`src/rtl/poly_pkg.sv`:
```
// rtl/poly_pkg.sv - shared opcode and FSM state definitions for poly_horner
package poly_pkg;

   localparam logic [3:0] OP_X = 4'd15;

   typedef enum logic [1:0] {
      IDLE,
      CALC,
      HOLD
   } state_t;

endpackage

```
`src/rtl/poly_fxmul.sv`:
```
// rtl/poly_fxmul.sv - combinational signed fixed-point multiply
// Sign-magnitude product truncated toward zero, then wrapped or clamped to W bits.
module poly_fxmul #(
   parameter int W    = 32,
   parameter int FRAC = 16,
   parameter int SAT  = 0
) (
   input  logic [W-1:0] a,
   input  logic [W-1:0] b,
   output logic [W-1:0] y
);

   localparam logic [W-1:0]   MAXPOS = {1'b0, {(W-1){1'b1}}};
   localparam logic [W-1:0]   MAXNEG = {1'b1, {(W-1){1'b0}}};
   localparam logic [2*W-1:0] HALF   = (2*W)'(1) << (W-1);

   logic [W-1:0]   ma, mb;
   logic [2*W-1:0] p, q;
   logic           neg;

   always_comb begin
      neg = a[W-1] ^ b[W-1];
      // the most negative input negates to itself, which read as unsigned is its magnitude
      ma  = a[W-1] ? -a : a;
      mb  = b[W-1] ? -b : b;
      p   = {{W{1'b0}}, ma} * {{W{1'b0}}, mb};
      q   = p >> FRAC;
      y   = neg ? -q[W-1:0] : q[W-1:0];
      if (SAT != 0) begin
         if (neg && q > HALF)
            y = MAXNEG;
         else if (!neg && q >= HALF)
            y = MAXPOS;
      end
   end

endmodule

```
`src/rtl/poly_horner.sv`:
```
// rtl/poly_horner.sv - sequential Horner polynomial evaluator
// One multiply-add step per clock on a shared multiplier; result held until stopout drops.
module poly_horner
   import poly_pkg::*;
#(
   parameter int W     = 32,
   parameter int FRAC  = 16,
   parameter int ORDER = 5,
   parameter int SAT   = 0
) (
   input  logic         clk,
   input  logic         rst,
   input  logic         pushin,
   input  logic [3:0]   opin,
   input  logic [W-1:0] datain,
   output logic         readyin,
   output logic         pushout,
   output logic [W-1:0] dataout,
   input  logic         stopout
);

   localparam int           CW     = $clog2(ORDER + 1);
   localparam logic [W-1:0] ONE    = W'(1) << FRAC;
   localparam logic [W-1:0] MAXPOS = {1'b0, {(W-1){1'b1}}};
   localparam logic [W-1:0] MAXNEG = {1'b1, {(W-1){1'b0}}};

   state_t          state;
   logic [W-1:0]    coef [0:ORDER];
   logic [W-1:0]    x, acc;
   logic [CW-1:0]   cnt;

   logic [W-1:0]    prod, cur, sum;
   logic [W:0]      sum_w;
   logic            accept, do_start, do_write;

   poly_fxmul #(.W(W), .FRAC(FRAC), .SAT(SAT)) u_mul (
      .a (acc),
      .b (x),
      .y (prod)
   );

   assign readyin  = (state == IDLE) | ((state == HOLD) & !stopout);
   assign accept   = pushin & readyin;
   assign do_start = accept & (opin == OP_X);
   assign do_write = accept & (opin <= 4'(ORDER));

   always_comb begin
      cur   = coef[cnt];
      sum_w = {prod[W-1], prod} + {cur[W-1], cur};
      sum   = sum_w[W-1:0];
      if (SAT != 0 && sum_w[W] != sum_w[W-1])
         sum = sum_w[W] ? MAXNEG : MAXPOS;
   end

   always_ff @(posedge clk) begin
      if (rst) begin
         for (int k = 0; k <= ORDER; k++)
            coef[k] <= ONE;
         x       <= '0;
         acc     <= '0;
         cnt     <= '0;
         state   <= IDLE;
         pushout <= 1'b0;
         dataout <= '0;
      end else begin
         case (state)
            CALC: begin
               acc <= sum;
               if (cnt == '0) begin
                  state   <= HOLD;
                  pushout <= 1'b1;
                  dataout <= sum;
               end else begin
                  cnt <= cnt - 1'b1;
               end
            end
            HOLD: begin
               if (!stopout) begin
                  state   <= IDLE;
                  pushout <= 1'b0;
               end
            end
            default: ;
         endcase
         // accepted loads apply equally from IDLE and from a released HOLD
         if (do_write)
            coef[opin[CW-1:0]] <= datain;
         if (do_start) begin
            x     <= datain;
            acc   <= coef[ORDER];
            cnt   <= CW'(ORDER - 1);
            state <= CALC;
         end
      end
   end

endmodule

```
`config.mk`:
```
export PLATFORM = sky130hd
export DESIGN_NAME = poly_horner
export DESIGN_NICKNAME = d
export VERILOG_FILES = /design/src/rtl/poly_pkg.sv /design/src/rtl/poly_fxmul.sv /design/src/rtl/poly_horner.sv
export SDC_FILE = /design/constraint.sdc
export NUM_CORES = 2
export LEC_CHECK = 0
export ABC_AREA = 1
export BUFFER_PORTS_ARGS = -buffer_cell sky130_fd_sc_hd__buf_2
export CAP_MARGIN = 20
export CELL_PAD_IN_SITES_DETAIL_PLACEMENT = 0
export CELL_PAD_IN_SITES_GLOBAL_PLACEMENT = 2
export CORE_MARGIN = 5
export CORE_UTILIZATION = 25
export CTS_CLUSTER_SIZE = 40
export DETAILED_ROUTE_END_ITERATION = 7
export PLACE_DENSITY = 0.66
export SLEW_MARGIN = 40
export SYNTH_ARGS = -nofsm -noshare
export SYNTH_HDL_FRONTEND = slang
export SYNTH_HIERARCHICAL = 1
export SYNTH_SLANG_ARGS = --single-unit
```
`constraint.sdc`:
```
create_clock -name clk -period 27.3 [get_ports clk]
set_clock_uncertainty 0.2 [all_clocks]
set_input_delay 1.365 -clock clk [delete_from_list [all_inputs] [get_ports clk]]
set_output_delay 1.365 -clock clk [all_outputs]
set_load 0.01 [all_outputs]
```
### Word level (Yosys, flattened, before mapping)

Memories as Yosys holds them, arrays and structs flattened.
Cells that the tools add are included.

| storage, ports and cells | value |
|---|---|
| memories kept | 1 |
| input bits | 40 |
| output and inout bits | 34 |
| register bits | 102 |
| bits in writable memories | 192 |

Memories:

| name | depth | bits a word | rd ports | clocked after memory_dff | wr ports | line | source |
|---|---|---|---|---|---|---|---|
| coef | 6 | 32 | 2 | 0 | 6 | poly_horner.sv:28 | `logic [W-1:0] coef [0:ORDER];` |

| operators by class | value |
|---|---|
| reductions and logical operators | 13 |
| bitwise operators | 7 |
| order comparisons | 1 |
| $mul | 1 |
| eq/ne operators | 8 |
| multiplexer cells | 23 |
| $add $sub $neg | 5 |

Operators by type and width:

| cell | count |
|---|---|
| $mux W32 | 6 |
| $neg A32 Y32 | 3 |
| $mul A32 B32 Y48 | 1 |
| $add A32 B32 Y32 | 1 |
| $reduce_or A32 Y1 | 1 |
| $mux W3 | 4 |
| $mux W1 | 9 |
| $ne A2 B2 Y1 const B | 3 |
| $ne A3 B3 Y1 const B | 2 |
| $reduce_and A2 Y1 | 3 |
| $reduce_and A3 Y1 | 2 |
| $and A1 B1 Y1 | 4 |
| $eq A4 B4 Y1 const B | 1 |
| $le A4 B3 Y1 const B | 1 |
| $mux W2 | 2 |
| $pmux W2 S2 | 1 |
| $reduce_bool A2 Y1 | 2 |
| $logic_not A3 Y1 | 1 |
| $reduce_bool A3 Y1 | 1 |
| $sub A3 B1 Y3 const B | 1 |
| $eq A2 B1 Y1 const B | 1 |
| $eq A2 B2 Y1 const B | 1 |
| $logic_not A2 Y1 | 1 |
| $pmux W1 S2 | 1 |
| 5 further kinds | 5 |

### Logic depth before layout (Yosys ltp)

| logic depth | value |
|---|---|
| depth after elaboration | 10 |
| mapped depth | 61 |
| gate-level depth less buffers | 59 |

### Hierarchy

Netlist, hierarchy kept.

By module, submodules not included:

| module | cells each | seq. area each (um2) | instances | area each (um2) |
|---|---|---|---|---|
| poly_fxmul | 4,204 | 0.0 | 1 | 31,141.1 |
| poly_horner | 2,057 | 9,729.3 | 1 | 17,287.8 |

### Least setup slack after synthesis

No wires, ideal clock.

| path | value |
|---|---|
| kind | reg-to-reg |
| start | reg acc[0] |
| end | reg dataout[27] |
| setup slack | 17.629 ns |
| stages on the path, launching flop included | 58 |
| path buffers | 4 |
| arrival time | 9.362 ns |
| setup time | 0.109 ns |
| data required time | 26.991 ns |
| cells stage by stage | dfxtp_1 buf_4 inv_2 clkbuf_1 ha_1 nand2_1 nor2_2 nand2_1 nand3_1 nand2_1 buf_2 inv_1 clkbuf_1 nor2_1 fa_1 inv_1 fa_1 fa_1 [22 not listed] nor2_2 nand3_1 nand2_2 nand2_1 nand2_1 nand2_1 ha_1 nand2_1 nor2_1 inv_1 nor3_1 nand2_1 nand2_1 nand2_1 nand2_1 nand2_1 nand2_1 inv_1 |

| between the ends | value |
|---|---|
| longest elaborated chain between the ends | 6 |

Ends and longest elaborated chain:

| what | line | source |
|---|---|---|
| from (decl) | poly_horner.sv:29 | `logic [W-1:0] x, acc;` |
| from (signal assigned) | poly_horner.sv:68 | `acc <= sum;` |
| from (signal assigned) | poly_horner.sv:90 | `acc <= coef[ORDER];` |
| $neg A32 Y32 | poly_fxmul.sv:24 | `ma = a[W-1] ? -a : a;` |
| $mux W32 (*) | poly_fxmul.sv:24 |  |
| $mul A32 B32 Y48 (*) | poly_fxmul.sv:26 | `p = {{W{1'b0}}, ma} * {{W{1'b0}}, mb};` |
| $neg A32 Y32 | poly_fxmul.sv:28 | `y = neg ? -q[W-1:0] : q[W-1:0];` |
| $mux W32 (*) | poly_fxmul.sv:28 |  |
| net prod[26] | poly_horner.sv:32 | `logic [W-1:0] prod, cur, sum;` |
| $add A32 B32 Y32 (*) | poly_horner.sv:49 | `sum_w = {prod[W-1], prod} + {cur[W-1], cur};` |
| to (signal assigned) | poly_horner.sv:72 | `dataout <= sum;` |
| to (decl) | poly_horner.sv:18 | `output logic [W-1:0] dataout,` |

Mark *: on every way through the listed nets, which the timed path passes. The rest lies on a longest branch.
A chain may end at the register's enable or synchronous reset.

### Final worst setup path

| path | value |
|---|---|
| start | reg acc[0] |
| end | reg dataout[30] |

The elaborated chain is that of the path after synthesis.

==> impl_metrics.json <==
{
  "worstPathRequired_ns": 27.57,
  "yosysMostFrequentCell": "nand2_1",
  "clock.fmax_ghz": 0.0812,
  "cp-start-kind": "register",
  "cp.depth": 49,
  "std_cell_rows": 161,
  "placed_cells": 8777,
  "clk_pin_slew_ns": 0.07,
  "core-area_sq_mm": 0.193,
  "pwr_density_cell_mw_per_mm2": 26.0,
  "h-tree-depth": 2,
  "yosysTopAreaCell": "fa_1",
  "setup_tns_ns": 0,
  "final_cells": 8849,
  "fin_crit_sh_pct": 45.1,
  "ios": 74,
  "period_needed_ns": 12.31,
  "r2r_end": "dataout[30]",
  "worst_pin_slew_ns": 0.910,
  "syn_inst": 6261,
  "drtPass1Iterations": 6,
  "initial_core_util_pct": 25.1,
  "hold_end": "pushout",
  "vias": 40173,
  "yosys_register_bits": 358,
  "regArea_sq_mm": 0.00974,
  "synth_top_area_share_pct": 32.2,
  "grt_pass1_wl_um": 282000,
  "worst_slack_ns": 14.99,
  "fin_nets": 7320,
  "io_buffer_count": 73,
  "dieWidth_um": 450,
  "final_max_slew_viol_count": 0,
  "setup_viol": 0,
  "end_kind": "register",
  "hpwl_um": 152000,
  "design_area_sq_mm": 0.0531,
  "grt_use_total_pct": 18.6,
  "whs_path_depth": 2,
  "path_delay_family": "adder cells",
  "wire_per_inst_um": 21.6,
  "multiInputGateArea_sq_mm": 0.0329,
  "synth_ff_type": "edfxtp_1",
  "rsz0062_at_grt": "false",
  "cts_buffers": 39,
  "cts-resized-gates": 0,
  "grt_overflow": 0,
  "vdd_drop_max_v": 0.0000438,
  "leakagePower_nw": 25.9,
  "cts_buffer_depth": 3,
  "path_buf_inv": 6,
  "crit_top_cell": "nand2_1",
  "cts_sinks": 358,
  "ys_types": 56,
  "synth_edf_count": 256,
  "cts_root_buffer": "clkbuf_16",
  "fin_util_pct": 27.6,
  "slowest_delay_ns": 0.60,
  "fp.dieArea_sq_mm": 0.203,
  "crit_fanout": 27,
  "r2r-start": "acc[0]",
  "whs_ns": 0.275,
  "maxCapViolations": 0,
  "synth_common_cells": "nand2_1 (1394), inv_1 (1325), nor2_1 (1042)",
  "cts_tree": "yes",
  "cp_slowest_cell": "inv_2",
  "via_per_inst": 4.54,
  "hold_viol_final": 0,
  "worstSetupPathType": "reg -> reg",
  "status": "completed",
  "synth.area.top_cells": "fa_1 (32%), edfxtp_1 (16%), nand2_1 (11%)",
  "arrival_ns": 12.58,
  "p_total_mw": 1.38,
  "ant_nets": 0,
  "rrSetupSlack_ns": 14.99,
  "worst-r2r-cell-count": 49,
  "avgSynthCellArea_sq_um": 7.74,
  "insertion_delay_ns": 0.56,
  "min_from": "pushout",
  "min_path_type": "reg -> reg",
  "postCtsHoldBufs": 0,
  "post_route_cells_drive_above_1_share_pct": 5.30,
  "drt_wl_total_um": 191000,
  "area_growth_pct": 9.70,
  "yosysWarnings": 6,
  "drc": 0,
  "async_flop_share_pct": 0,
  "netlist_area_sq_mm": 0.0484,
  "routabilityCongestion": 0.879,
  "grt_start_max_net_pins": 58,
  "die_h_um": 450,
  "nFillCells": 21174,
  "drtIter0Drc": 2660,
  "antenna_found_initial": 10,
  "synth-seq-area-share_pct": 20.1,
  "post_cts_buffers": 0,
  "maxSlewHeadroom_pct": 39.1,
  "post-place-ws_ns": 15.06,
  "dpl_cell_area_sq_mm": 0.0520,
  "grt_pass1_vias": 41286
}
[sequential cells by signal (all words and copies together), names as in the netlist]
| register | count |
|---|---|
| cnt | 3 |
| pushout | 1 |
| acc | 32 |
| dataout | 32 |
| x | 32 |
| state | 2 |
| coef | 256 |
[where the power goes]
group	total (mW)	switching (mW)	internal, mW
Clock	0.501	0.228	0.273
Combinational	0.271	0.203	0.0679
Sequential	0.611	0.00987	0.601
Total	1.38	0.441	0.942
[cell usage in the layout, fill, tap and decap left out, types with 17 or more instances in the layout]
cell and n:
o22ai_1 31, clkinv_1 25, dfxtp_1 99, edfxtp_1 256, clkbuf_16 39, nand4_1 22, conb_1 64, a21oi_1 134
nand2_1 1388, ha_1 209, buf_2 73, nand3_1 163, nor2_1 1042, nand2_2 25, inv_1 1311, inv_2 31
fa_1 779, o21ai_0 249, xor2_1 48, buf_4 90, a31oi_1 39, nand3b_1 25, nor3_1 17
[area by class of cell]
class	instances	share of cell area (%)
multi-input cells	4373	62.0
flip-flops and latches	358	18.3
inverters	1357	9.59
well taps	2526	5.95
repair buffers	163	1.96
clock buffers	46	1.89
clock inverters	25	0.299
diodes	1	0.00471
[metal layers]
layer	global-route usage [%]	share of wire (%)	vias to the layer above
met4	3.88	2.4	4
li1	-	-	18639
met3	1.49	4.0	165
met1	25.4	45	20452
met5	0	0.021	-
met2	32.4	49	913
[worst register-to-register path: cells and delay by family, from the launching register on]
family / cells / cell delay [ns]
buffers and inverters: 6 / 1.40
AOI/OAI and AO/OA: 5 / 1.21
DFF: 1 / 0.32
and+or+nand+nor: 27 / 4.09
adders and majority gates: 11 / 5.01
[worst max-delay path by stage]
stage	start	endpoint	slack, ns
2_1_floorplan	acc[0]	dataout[27]	17.63
3_3_place_gp	acc[0]	acc[30]	14.84
3_5_place_dp	acc[0]	dataout[30]	15.06
4_1_cts	acc[0]	acc[30]	15.02
5_1_grt	acc[0]	dataout[30]	14.39
6_report	acc[0]	dataout[30]	14.99
[logic make-up (layout without fill, tap and decap cells)]
kind of cell	Yosys count	count (layout)	share of synthesized area, %
AOI/OAI and AO/OA	508	508	5.69
DFF	358	358	20.1
xor gates and xnor gates	72	72	1.37
and+or+nand+nor	2741	2741	22.6
adders and majority gates	988	988	37.6
buffers and inverters	1593	1591	12.6
other	1	65	0.00774
Power figures use the tool's default switching activity.
